File: src/rtl/cache_pkg.sv
// Shared cache-fill definitions: block geometry, memory timing, FSM state encoding.
// Used by the fill engine, the cache arrays and the I/D arbiter.
package cache_pkg;

    localparam int WORDS_PER_BLOCK = 8;
    localparam int MEM_LATENCY     = 4;
    localparam int TIMEOUT_CYCLES  = 64;

    localparam int ADDR_W      = 16;
    localparam int DATA_W      = 16;
    localparam int WORD_BYTES  = 2;
    localparam int BLOCK_BYTES = WORDS_PER_BLOCK * WORD_BYTES;
    localparam int OFFSET_W    = $clog2(WORDS_PER_BLOCK);
    localparam int BYTE_OFF_W  = $clog2(BLOCK_BYTES);
    localparam int TAG_W       = ADDR_W - BYTE_OFF_W;
    localparam int WDOG_W      = $clog2(TIMEOUT_CYCLES);

    typedef enum logic {
        ST_IDLE = 1'b0,
        ST_FILL = 1'b1
    } fill_state_e;

    // Byte address of word idx inside the block whose upper address bits are tag.
    function automatic logic [ADDR_W-1:0] word_addr(input logic [TAG_W-1:0]    tag,
                                                     input logic [OFFSET_W-1:0] idx);
        return {tag, idx, 1'b0};
    endfunction

endpackage

File: src/rtl/cache_fill_fsm_if.sv
// Arbiter/memory-side signal bundle of the cache fill engine.
// master = fill engine view, slave = arbiter and main-memory view.
interface cache_fill_fsm_if;
    import cache_pkg::*;

    logic              miss_detected;
    logic [ADDR_W-1:0] miss_address;
    logic              memory_data_valid;
    logic [DATA_W-1:0] memory_data;
    logic              fsm_busy;
    logic              mem_read_en;
    logic [ADDR_W-1:0] memory_addr;
    logic [ADDR_W-1:0] fill_addr;
    logic              write_data_array;
    logic              write_tag_array;
    logic              fill_timeout;

    // memory_data is routed straight to the arrays by the arbiter, so the engine never sees it
    modport master (
        input  miss_detected,
        input  miss_address,
        input  memory_data_valid,
        output fsm_busy,
        output mem_read_en,
        output memory_addr,
        output fill_addr,
        output write_data_array,
        output write_tag_array,
        output fill_timeout
    );

    modport slave (
        output miss_detected,
        output miss_address,
        output memory_data_valid,
        output memory_data,
        input  fsm_busy,
        input  mem_read_en,
        input  memory_addr,
        input  fill_addr,
        input  write_data_array,
        input  write_tag_array,
        input  fill_timeout
    );

endinterface

File: src/rtl/cache_fill_fsm_block_word_counter.sv
// Word-index counter for one block: counts 0..N-1, then raises a sticky terminal flag
// instead of wrapping, so it can never step into the next block.
module block_word_counter #(
    parameter int W = 3
) (
    input  logic         clk,
    input  logic         rst_n,
    input  logic         clear,
    input  logic         enable,
    output logic [W-1:0] count,
    output logic         terminal
);

    always_ff @(posedge clk or negedge rst_n) begin
        if (!rst_n) begin
            {terminal, count} <= '0;
        end else if (clear) begin
            {terminal, count} <= '0;
        end else if (enable && !terminal) begin
            {terminal, count} <= {terminal, count} + (W+1)'(1);
        end
    end

endmodule

File: src/rtl/cache_fill_fsm.sv
// Miss-service engine: fetches one whole block from pipelined main memory per arbitrated miss.
// Optional fill watchdog built only when CACHE_FILL_TIMEOUT_EN is defined.
//
// state   | meaning
// ST_IDLE | no fill in flight; samples miss_detected and latches the block base
// ST_FILL | issuing reads and writing returned words for the latched block
module cache_fill_fsm
    import cache_pkg::*;
(
    input  logic             clk,
    input  logic             rst_n,
    cache_fill_fsm_if.master bus
);

    localparam logic [OFFSET_W-1:0] LAST_IDX = OFFSET_W'(WORDS_PER_BLOCK - 1);

    fill_state_e         state_q;
    fill_state_e         state_d;
    logic [TAG_W-1:0]    base_q;
    logic [OFFSET_W-1:0] issue_cnt;
    logic [OFFSET_W-1:0] recv_cnt;
    logic                issue_done;
    logic                recv_done;
    logic                in_fill;
    logic                cnt_clear;
    logic                issue_en;
    logic                recv_en;
    logic                last_word;
    logic                timeout_hit;

    logic                busy_o;
    logic                read_o;
    logic [ADDR_W-1:0]   mem_addr_o;
    logic [ADDR_W-1:0]   fill_addr_o;
    logic                wr_data_o;
    logic                wr_tag_o;

    assign in_fill   = (state_q == ST_FILL);
    assign cnt_clear = !in_fill;
    assign issue_en  = in_fill && !issue_done;
    assign recv_en   = in_fill && bus.memory_data_valid && !recv_done;
    assign last_word = recv_en && (recv_cnt == LAST_IDX);

    block_word_counter #(.W(OFFSET_W)) u_issue_cnt (
        .clk      (clk),
        .rst_n    (rst_n),
        .clear    (cnt_clear),
        .enable   (issue_en),
        .count    (issue_cnt),
        .terminal (issue_done)
    );

    block_word_counter #(.W(OFFSET_W)) u_recv_cnt (
        .clk      (clk),
        .rst_n    (rst_n),
        .clear    (cnt_clear),
        .enable   (recv_en),
        .count    (recv_cnt),
        .terminal (recv_done)
    );

    always_ff @(posedge clk or negedge rst_n) begin
        if (!rst_n) begin
            state_q <= ST_IDLE;
        end else begin
            state_q <= state_d;
        end
    end

    // Base is captured only while idle, so a moving miss_address during a fill is harmless.
    always_ff @(posedge clk or negedge rst_n) begin
        if (!rst_n) begin
            base_q <= '0;
        end else if (!in_fill && bus.miss_detected) begin
            base_q <= bus.miss_address[ADDR_W-1:BYTE_OFF_W];
        end
    end

    always_comb begin
        state_d     = state_q;
        busy_o      = 1'b0;
        read_o      = 1'b0;
        mem_addr_o  = word_addr(base_q, '0);
        fill_addr_o = word_addr(base_q, '0);
        wr_data_o   = 1'b0;
        wr_tag_o    = 1'b0;
        case (state_q)
            ST_IDLE: begin
                if (bus.miss_detected) begin
                    state_d = ST_FILL;
                end
            end
            ST_FILL: begin
                busy_o      = 1'b1;
                read_o      = issue_en;
                mem_addr_o  = word_addr(base_q, issue_done ? LAST_IDX : issue_cnt);
                fill_addr_o = word_addr(base_q, recv_done ? LAST_IDX : recv_cnt);
                wr_data_o   = recv_en;
                wr_tag_o    = last_word;
                if (last_word || timeout_hit) begin
                    state_d = ST_IDLE;
                end
            end
            default: begin
                state_d = ST_IDLE;
            end
        endcase
    end

    assign bus.fsm_busy         = busy_o;
    assign bus.mem_read_en      = read_o;
    assign bus.memory_addr      = mem_addr_o;
    assign bus.fill_addr        = fill_addr_o;
    assign bus.write_data_array = wr_data_o;
    assign bus.write_tag_array  = wr_tag_o;

`ifdef CACHE_FILL_TIMEOUT_EN
    localparam logic [WDOG_W-1:0] WDOG_LOAD = WDOG_W'(TIMEOUT_CYCLES - 1);

    logic [WDOG_W-1:0] wdog_q;
    logic              timeout_q;

    // Down-counter reloads on every returned word; expiry is the last silent FILL cycle.
    assign timeout_hit = in_fill && !bus.memory_data_valid && (wdog_q == '0);

    always_ff @(posedge clk or negedge rst_n) begin
        if (!rst_n) begin
            wdog_q    <= WDOG_LOAD;
            timeout_q <= 1'b0;
        end else begin
            if (!in_fill || bus.memory_data_valid) begin
                wdog_q <= WDOG_LOAD;
            end else if (wdog_q != '0) begin
                wdog_q <= wdog_q - WDOG_W'(1);
            end
            if (timeout_hit) begin
                timeout_q <= 1'b1;
            end
        end
    end

    assign bus.fill_timeout = timeout_q;
`else
    assign timeout_hit      = 1'b0;
    assign bus.fill_timeout = 1'b0;
`endif

endmodule

File: src/flat_wrapper.sv
// flat-port wrapper written by rule: the top's interface ports become plain ports
module cache_fill_fsm_flat import cache_pkg::*;
  (clk, rst_n, bus_miss_detected, bus_miss_address, bus_memory_data_valid, bus_fsm_busy, bus_mem_read_en, bus_memory_addr, bus_fill_addr, bus_write_data_array, bus_write_tag_array, bus_fill_timeout);
  cache_fill_fsm_if bus_i ();
  input  logic clk;
  input  logic rst_n;
  input wire logic [$bits(bus_i.miss_detected)-1:0] bus_miss_detected;
  input wire logic [$bits(bus_i.miss_address)-1:0] bus_miss_address;
  input wire logic [$bits(bus_i.memory_data_valid)-1:0] bus_memory_data_valid;
  output wire logic [$bits(bus_i.fsm_busy)-1:0] bus_fsm_busy;
  output wire logic [$bits(bus_i.mem_read_en)-1:0] bus_mem_read_en;
  output wire logic [$bits(bus_i.memory_addr)-1:0] bus_memory_addr;
  output wire logic [$bits(bus_i.fill_addr)-1:0] bus_fill_addr;
  output wire logic [$bits(bus_i.write_data_array)-1:0] bus_write_data_array;
  output wire logic [$bits(bus_i.write_tag_array)-1:0] bus_write_tag_array;
  output wire logic [$bits(bus_i.fill_timeout)-1:0] bus_fill_timeout;
  assign bus_i.miss_detected = bus_miss_detected;
  assign bus_i.miss_address = bus_miss_address;
  assign bus_i.memory_data_valid = bus_memory_data_valid;
  assign bus_fsm_busy = bus_i.fsm_busy;
  assign bus_mem_read_en = bus_i.mem_read_en;
  assign bus_memory_addr = bus_i.memory_addr;
  assign bus_fill_addr = bus_i.fill_addr;
  assign bus_write_data_array = bus_i.write_data_array;
  assign bus_write_tag_array = bus_i.write_tag_array;
  assign bus_fill_timeout = bus_i.fill_timeout;
  cache_fill_fsm u_core (.clk(clk), .rst_n(rst_n), .bus(bus_i));
endmodule
File: config.mk
export PLATFORM = sky130hd
export DESIGN_NAME = cache_fill_fsm_flat
export DESIGN_NICKNAME = d
export VERILOG_FILES = /design/src/rtl/cache_pkg.sv /design/src/rtl/cache_fill_fsm_if.sv /design/src/rtl/cache_fill_fsm_block_word_counter.sv /design/src/rtl/cache_fill_fsm.sv /design/src/flat_wrapper.sv
export SDC_FILE = /design/constraint.sdc
export NUM_CORES = 1
export LEC_CHECK = 0
export ABC_AREA = 1
export CAP_MARGIN = 10
export CORE_ASPECT_RATIO = 0.75
export CORE_MARGIN = 5
export CORE_UTILIZATION = 37
export CTS_BUF_LIST = sky130_fd_sc_hd__clkbuf_8
export DETAILED_ROUTE_END_ITERATION = 16
export PLACE_DENSITY = 0.86
export SYNTH_ARGS = -nofsm -noshare
export SYNTH_HDL_FRONTEND = slang
export SYNTH_SLANG_ARGS = --single-unit
File: constraint.sdc
create_clock -name clk -period 0.9 [get_ports clk]
set_input_delay 0.09 -clock clk [delete_from_list [all_inputs] [get_ports clk]]
set_output_delay 0.09 -clock clk [all_outputs]
set_load 0.02 [all_outputs]
==> impl_metrics.py <==
metrics = {
    "timing": {
        "final.hold.worst_slack_ps": 177,
        "clock-skew-final_ps": 3.85,
        "final-setup-viol-count": 55,
        "maxClockFrequency_mhz": 732,
        "min_period_over_period": 1.52,
        "final_max_slew_viol_count": 0,
        "setup_slack_ps": -466,
        "fin_tns_setup_ps": -9810,
        "unrepaired_setup_endpoints_after_global_routing": "yes",
        "final_hold_viol_count": 0,
        "timing.final.crit_period_ps": 1370,
    },
    "clocking": {
        "cts-root-buf": "clkbuf_8",
        "worst_skew_pair.late_latency_ps": 260,
        "cts_tree": "built",
        "hold_buffers": 0,
        "maximum_clock_insertion_buffer_count": 2,
        "cts_num_sinks": 21,
        "numCtsBuffers": 3,
        "htree_levels": 1,
        "clk_pin_slew_ps": 70,
    },
    "placed_design": {
        "port_buffers": 49,
        "post-place-cells": 219,
        "place_congestion": 0.732,
        "place_ws_ps": -707,
        "post-dp-hpwl_um": 2400,
    },
    "layout": {
        "final_cells": 242,
        "num_antenna_cells": 0,
        "layout-drive-gt1-share": 0.627,
        "fillerInstances": 187,
        "syn_to_final_growth_pct": 102,
        "design.final.nets": 228,
    },
    "logic_synthesis": {
        "synth_top_flop_cell": "dfrtp_1",
        "synth_top_area_share": 0.473,
        "synth_top_cells_by_area": "dfrtp_1 47%, nand2_1 15%, buf_4 11%, nand3_1 8.1%, buf_6 4.1%",
        "post-synth-top-count-cell": "nand2_1",
        "syn-mean-instance-area_um2": 8.61,
        "netlist_instances": 129,
        "synth_enable_flop_cells": 0,
        "ys_ff_latch": 21,
        "yosysWarningCount": 0,
        "synth_top_cell_by_area": "dfrtp_1",
        "synth-seq-area-share": 0.473,
        "yosys.cell_types.count": 17,
        "ys_top_cells_by_count": "45 x nand2_1, 21 x dfrtp_1, 18 x nand3_1, 16 x buf_4, 7 x inv_1",
        "postSynth.asyncResetShare": 1.00,
        "synthesis.area_um2": 1110,
    },
    "route": {
        "via_count": 1158,
        "first_iter_violations": 43,
        "drt-total-wl_um": 3770,
        "postRouteAntennaNets": 0,
        "wire_per_inst_um": 15.6,
        "route.top_layer_used": "met4",
        "drc": 0,
        "vias_cell": 4.79,
        "detail_route.wirelength.met1_um": 1370,
        "routed_met2_length_um": 2080,
        "firstDrtPassIters": 4,
        "met3RoutedLength_um": 247,
    },
    "power_and_ir_drop": {
        "pwr-share-clk": 0.066,
        "vdd.ir_drop.worst_mv": 2.38,
        "total_leakage_power_uw": 0.00109,
        "p_sw_frac": 0.438,
        "netSwitchingPower_uw": 3960,
        "power_density_nw_per_um2": 4010,
        "p_comb_frac": 0.719,
        "seqPwrFrac": 0.215,
        "power.internal_uw": 5070,
    },
    "floorplanning": {
        "die-height_um": 57.5,
        "die_area_um2": 4210,
        "ios": 57,
        "fp.dieW_um": 73.3,
        "initial_utilization": 0.381,
        "fp.coreArea_um2": 2910,
        "rows": 17,
    },
    "run": {
        "drv.max_cap_violation_count": 0,
    },
    "grt": {
        "antenna_found_initial": 0,
        "grt_first_pass_wirelength_um": 6000,
        "pin_count_of_the_biggest_net_entering_global_routing": 22,
        "total_global_routing_track_utilization": 0.189,
        "first_global_vias": 1222,
        "gr-total-overflow": 0,
    },
    "outcome": {
        "failing_checks": "setup timing",
        "status": "complete, but fails checks",
    },
    "worst_setup_path": {
        "cp-end-kind": "output port",
        "critPathKind": "flop to output port",
        "worst-endpoint-arrival_ps": 1280,
        "worst-endpoint-required_ps": 810,
        "timing.critical_path.slowest_cell_delay_ps": 530,
        "cpMaxStageDelayCell": "dfrtp_4",
        "reg2reg_setup_slack_ps": -320,
        "cp_top_family": "flip-flops",
        "timing.critical_path.from_type": "flop",
        "critical_path.max_fanout": 5,
        "cp_bufs_invs": 4,
        "critPathMostFrequentCell": "buf_6",
        "crit_chain": "buf_6 -> buf_6 -> nand4_4 -> inv_4 -> buf_6",
    },
    "hold_path": {
        "worst_hold_path_type": "primary input to asynchronous set/reset pin",
    },
}
[timing repair]
item | 4_1_cts | 5_1_grt
endpoints found under the setup margin | 55 | 55
buffers inserted | 12 | 10
resized for setup | 230 | 40
pin swaps | 3 | 2
gates cloned | 1 | 0
[flip-flops by register name, summed over array words and instances, names as in the netlist]
signal / flops
u_core.base_q: 12
u_core.u_issue_cnt.count: 3
u_core.u_recv_cnt.count: 3
u_core.in_fill: 1
u_core.u_issue_cnt.terminal: 1
u_core.u_recv_cnt.terminal: 1
[per-stage QoR]
stage	util	instance area [um2]	total power, uW
floorplan	-	1200	4510
global placement	0.598	1740	6350
detailed placement	0.598	1740	6600
CTS	0.708	2060	8220
global route	0.772	2250	9520
finish	0.772	2250	9030
[layout make-up]
class | count | area, um2 | share of cell area
inverters | 8 | 47.5 | 0.0211
repair buffers | 88 | 931 | 0.414
clock buffers | 3 | 41.3 | 0.0184
clock inverters | 1 | 3.75 | 0.00167
flip-flops and latches | 21 | 531 | 0.236
multi-input cells | 83 | 648 | 0.288
well taps | 38 | 47.5 | 0.0211
[routing by layer]
layer,track usage,vias to the layer above
met5,0,-
met4,0.0368,0
met3,0.0511,8
met2,0.348,48
met1,0.217,560
li1,-,542
[final timing paths]
check | cells after the start | to | from
hold / removal | 2 | u_core.base_q[10] | rst_n
setup reg to reg | 6 | u_core.u_recv_cnt.count[2] | u_core.in_fill
min in group clk | 3 | u_core.base_q[7] | bus_miss_address[11]
hold reg to reg | 2 | u_core.base_q[7] | u_core.base_q[7]
max in group asynchronous | 2 | u_core.in_fill | rst_n
setup / recovery | 5 | bus_write_tag_array | u_core.in_fill
[cells in the final DEF (no fill, tap or decap), drive strengths merged]
cell type / n
nand3: 18
clkinv: 1
conb: 3
a21oi: 3
o21ai: 5
ha: 3
nand4: 1
nand2: 48
clkdlybuf4s50: 15
inv: 8
nor2: 2
buf: 73
clkbuf: 3
dfrtp: 21
[cells by family (layout without fill, tap and decap cells)]
logic type	Yosys count	after routing	share of synthesized area
buffers and inverters	28	100	0.180
adder cells (fa/ha/maj)	3	3	0.0338
flip-flops	21	21	0.473
AND/OR/NAND/NOR	68	69	0.274
AO/OA/AOI/OAI	8	8	0.0360
other	1	3	0.00338
[power groups by stage]
stage,sequential (uW),combinational [uW],clock [uW]
global placement,1790,4560,0
global route,2010,6860,659
CTS,1850,5760,612
detailed placement,1840,4760,0
finish,1940,6490,598
floorplan,2120,2390,0
Power figures use the tool's default switching activity.
